### src/rtl/systolic_result_streamer.sv
// Captures one flat NxN result frame from the systolic array and streams it
// out row-major, one element per valid/ready handshake, with row/col tags.
module systolic_result_streamer #(
  parameter int ARRAY_SIZE = 2,
  parameter int DATA_WIDTH = 16,
  parameter int CNT_WIDTH  = 8,
  localparam int NN = ARRAY_SIZE * ARRAY_SIZE,
  localparam int RW = (ARRAY_SIZE > 1) ? $clog2(ARRAY_SIZE) : 1,
  localparam int IW = (NN > 1) ? $clog2(NN) : 1
) (
  input  logic                       clk,
  input  logic                       rst,
  input  logic                       in_valid,
  input  logic [DATA_WIDTH*NN-1:0]   in_data,
  output logic                       in_ready,
  output logic                       out_valid,
  input  logic                       out_ready,
  output logic [DATA_WIDTH-1:0]      out_data,
  output logic [RW-1:0]              out_row,
  output logic [RW-1:0]              out_col,
  output logic                       out_last_col,
  output logic                       out_last,
  output logic                       overrun,
  input  logic                       clr_overrun,
  output logic [CNT_WIDTH-1:0]       frames_done
);

  typedef enum logic {IDLE = 1'b0, STREAM = 1'b1} state_t;

  state_t                             state;
  logic [IW-1:0]                      idx_p0;
  logic [NN-1:0][DATA_WIDTH-1:0]      frame_p0;
  logic                               idx_last;
  logic [RW-1:0]                      row_w;
  logic [RW-1:0]                      col_w;

  assign idx_last  = (idx_p0 == IW'(NN - 1));
  assign in_ready  = (state == IDLE);
  assign out_valid = (state == STREAM);

  always_comb begin
    row_w = RW'(32'(idx_p0) / 32'(ARRAY_SIZE));
    col_w = RW'(32'(idx_p0) % 32'(ARRAY_SIZE));
  end

  // Capture stage: frame register, element index and bookkeeping
  always_ff @(posedge clk or posedge rst) begin
    if (rst) begin
      state       <= IDLE;
      idx_p0      <= '0;
      frame_p0    <= '0;
      overrun     <= 1'b0;
      frames_done <= '0;
    end else begin
      // A frame offered while busy is dropped; a new drop beats a clear.
      if (in_valid && state != IDLE)
        overrun <= 1'b1;
      else if (clr_overrun)
        overrun <= 1'b0;

      case (state)
        IDLE: begin
          if (in_valid) begin
            frame_p0 <= in_data;
            idx_p0   <= '0;
            state    <= STREAM;
          end
        end
        STREAM: begin
          if (out_ready) begin
            if (idx_last) begin
              idx_p0      <= '0;
              state       <= IDLE;
              frames_done <= frames_done + CNT_WIDTH'(1);
            end else begin
              idx_p0 <= idx_p0 + IW'(1);
            end
          end
        end
        default: state <= IDLE;
      endcase
    end
  end

  // Output stage: element and tags decoded from the held index, zero when idle
  always_comb begin
    out_data     = '0;
    out_row      = '0;
    out_col      = '0;
    out_last_col = 1'b0;
    out_last     = 1'b0;
    if (state == STREAM) begin
      out_data     = frame_p0[idx_p0];
      out_row      = row_w;
      out_col      = col_w;
      out_last_col = (col_w == RW'(ARRAY_SIZE - 1));
      out_last     = idx_last;
    end
  end

endmodule

### config.mk
export PLATFORM = sky130hd
export DESIGN_NAME = systolic_result_streamer
export DESIGN_NICKNAME = d
export VERILOG_FILES = /design/src/rtl/systolic_result_streamer.sv
export SDC_FILE = /design/constraint.sdc
export NUM_CORES = 1
export LEC_CHECK = 0
export CORE_AREA = 3 3 113 115
export DETAILED_ROUTE_END_ITERATION = 10
export DIE_AREA = 0 0 116 118
export GPL_ROUTABILITY_DRIVEN = 0
export SLEW_MARGIN = 10
export SYNTH_ARGS = -nofsm -noshare
export SYNTH_HDL_FRONTEND = slang
export SYNTH_SLANG_ARGS = --single-unit
### constraint.sdc
create_clock -name clk -period 2.62 [get_ports clk]
set_clock_uncertainty 0.05 [all_clocks]
set_input_delay 0.393 -clock clk [delete_from_list [all_inputs] [get_ports clk]]
set_output_delay 0.393 -clock clk [all_outputs]
set_load 0.005 [all_outputs]
==> flow_summary_export.csv <==
group,metric,value,unit
synthesis,synthSimpleGateAreaFrac,6.25,%
synthesis,synth_mux_area_share,32.1,%
timing,finalSetupViolations,0,
place,dp_hpwl,5590,um
place,place_inst,469,
synthesis,yosysSeqAreaShare,54.3,%
finish,finalNonFillerCells,483,
route,viasPerCell,4.60,
timing,hold_violations,0,
grt,grt_pass1_vias,2438,
grt,grt_overflow_total,0,
power_and_ir_drop,p_leak,2.06,nW
clock_network,ctsHoldBuffers,0,
floorplanning,core.rowCount,40,
critical_path,crit_required,2180,ps
finish,fillers,1109,
timing,fin_crit_sh,97.2,%
synthesis,ys_seq_elements,76,
finish,drive_gt1_share,29.2,%
timing,fin_tns_setup,0,ps
critical_path,arrival,2100,ps
clock_network,htreeDepth,3,
clock_network,post_cts_buffers,0,
critical_path,critPathMaxFanout,12,
critical_path,setup.worst_path.start_class,"flip-flop",
power_and_ir_drop,ir_worst_vdd,410,uV
synthesis,synthDistinctLibCells,27,
clock_network,cts.path.max_buffers,2,
synthesis,yosys_warnings,0,
finish,layout.area.seq,0.00190,mm^2
synthesis,synth_compound_area_share,0.822,%
synthesis,syn-instance-count,227,
timing,slew_violations,0,
synthesis,synthTopCellsByArea,"dfrtp_1, mux2_2, mux4_1",
synthesis,synth_top_area_share,54.3,%
finish,synthToLayoutAreaGrowth,41.7,%
floorplanning,die_h,118,um
route,drt_wl_total,7700,um
timing,tightest_slew,575,ps
clock_network,cts_tree,"done",
clock_network,cts_num_sinks,76,
synthesis,yosys.area_share.adder,0.715,%
run,drv_cap,0,
grt,grt_max_degree,37,
synthesis,yosys.area.top_type,"dfrtp_1",
clock_network,clkSlewWorstSetupHoldPaths,60,ps
timing,fmax,393,MHz
clock_network,root_buffer,"clkbuf_16",
route,drc,0,
finish,antenna_cells,0,
floorplanning,start_util,29.4,%
route,drt_first_pass_iters,4,
worst_hold_path,min_path_type,"in2async",
floorplanning,io_pins,100,
power_and_ir_drop,p_per_area,1140,mW/mm^2
route,wl_per_cell,15.9,um
outcome,status,"completed",
synthesis,synth_area,0.00350,mm^2
grt,grt_antenna_before_repair,0,
place,port_buffers,99,
floorplanning,core-area,0.0119,mm^2
timing,rsz0062_at_grt,"yes",
synthesis,synth_fp_nets,298,
timing,timing.slew.headroom,61.6,%
route,ant_nets,0,
synthesis,synth_area_per_cell,15.4,um^2
critical_path,end_kind,"output port",
route,vias,2223,
clock_network,cts_made_buffers,9,
grt,grt_usage,12.1,%
critical_path,critPathKind,"reg2out",
clock_network,clock_latency,330,ps
finish,fin_nets,404,
clock_network,post_cts_resized,0,
floorplanning,chipWidth,116,um
floorplanning,fp.dieArea,0.0137,mm^2
synthesis,synth_top_family_by_area,"multiplexers",
timing,fin_crit,2550,ps
grt,grt_pass1_wl,12600,um
synthesis,synth_xor_area_share,1.75,%
route,first_iter_violations,51,
finish,multi_input_area,0.00147,mm^2
placed cells by master (no fill, tap or decap), types with 2 or more instances in the layout:
master	synthesis	final
mux4_2	7	7
clkinv_2	0	2
xnor2_1	4	4
clkbuf_16	0	9
buf_12	1	2
and3_1	2	2
inv_1	3	2
clkdlybuf4s50_1	0	99
nand2_1	7	7
nor2_1	4	4
clkbuf_8	0	2
nor3_1	2	2
mux2_2	64	64
mux4_1	9	9
and2_1	18	18
nand4_1	3	3
xor2_1	3	3
ha_1	2	2
buf_4	1	6
dfrtp_1	76	75
nand3_1	2	2
cells by family (layout without fill, tap and decap cells):
group / Yosys count / in the layout
muxes: 81 / 81
and+or+nand+nor: 40 / 40
AOI/OAI and AO/OA: 4 / 4
adders and majority gates: 2 / 2
xor gates and xnor gates: 7 / 7
buffers and inverters: 17 / 126
DFF: 76 / 76
synth_stat cells:
cell type  instances
a32o_1             1
and2_1            18
and2_2             1
and3_1             2
buf_12             1
buf_2              3
buf_4              1
buf_6              7
clkbuf_1           2
dfrtp_1           76
ha_1               2
inv_1              3
mux2_2            64
mux2i_1            1
mux4_1             9
mux4_2             7
nand2_1            7
nand3_1            2
nand4_1            3
nor2_1             4
nor2b_1            1
nor3_1             2
o21ai_0            1
o21bai_1           1
o22ai_1            1
xnor2_1            4
xor2_1             3
state kept, by name, indices dropped and copies added, names as in the netlist:
signal,cells
frames_done,8
frame_p0,64
idx_p0,2
overrun,1
out_valid,1
stage by stage:
| stage | hold WS (ps) | util (%) | power, mW | area, um^2 | worst slack (ps) |
|---|---|---|---|---|---|
| after floorplan | 415 | - | 3.45 | 3500 | 239 |
| after global placement | 411 | 39.1 | 4.45 | 4660 | 416 |
| after detailed placement | 418 | 39.1 | 4.51 | 4660 | 380 |
| after CTS | 381 | 41.5 | 5.77 | 4950 | 1.71 |
| after global routing | 411 | 41.6 | 6.09 | 4960 | -17.1 |
| final | 367 | 41.6 | 5.68 | 4960 | 72.4 |
layer usage:
metal	vias up	GRT usage, %	share of wire, %	wire (um)
li1	1039	-	-	-
met5	-	0	0	0
met3	8	5.19	7.4	572
met1	1111	15.5	46	3510
met2	65	18.3	46	3510
met4	0	4.13	1.4	109
final timing paths:
kind / from / end / slack [ps] / depth (start not counted)
max: idx_p0[0] / out_data[0] / 70 / 4
min: rst / frames_done[5] / 370 / 2
max reg2reg: out_valid / frame_p0[50] / 970 / 4
min reg2reg: frames_done[7] / frames_done[7] / 430 / 1
max in group asynchronous: rst / frame_p0[4] / 1560 / 3
min in group clk: frames_done[7] / frames_done[7] / 430 / 1
power breakdown:
| part | switching (mW) | internal (mW) |
|---|---|---|
| sequential | 0.288 | 1.73 |
| combinational | 0.756 | 1.67 |
| clock | 0.453 | 0.777 |
layout make-up:
cell class	instances	area share, %
Clock buffer	12	5.17
Clock inverter	2	0.706
Inverter	3	0.252
Multi-Input combinational cell	134	29.6
Sequential cell	76	38.4
Tap cell	147	3.71
Timing Repair Buffer	109	22.2
critical path, stage by stage (launching register included):
cell and delay (ps):
dfrtp_1 390, buf_8 180, mux4_1 570, and2_1 180
clkdlybuf4s50_1 440
(Power assumes the default switching activity.)
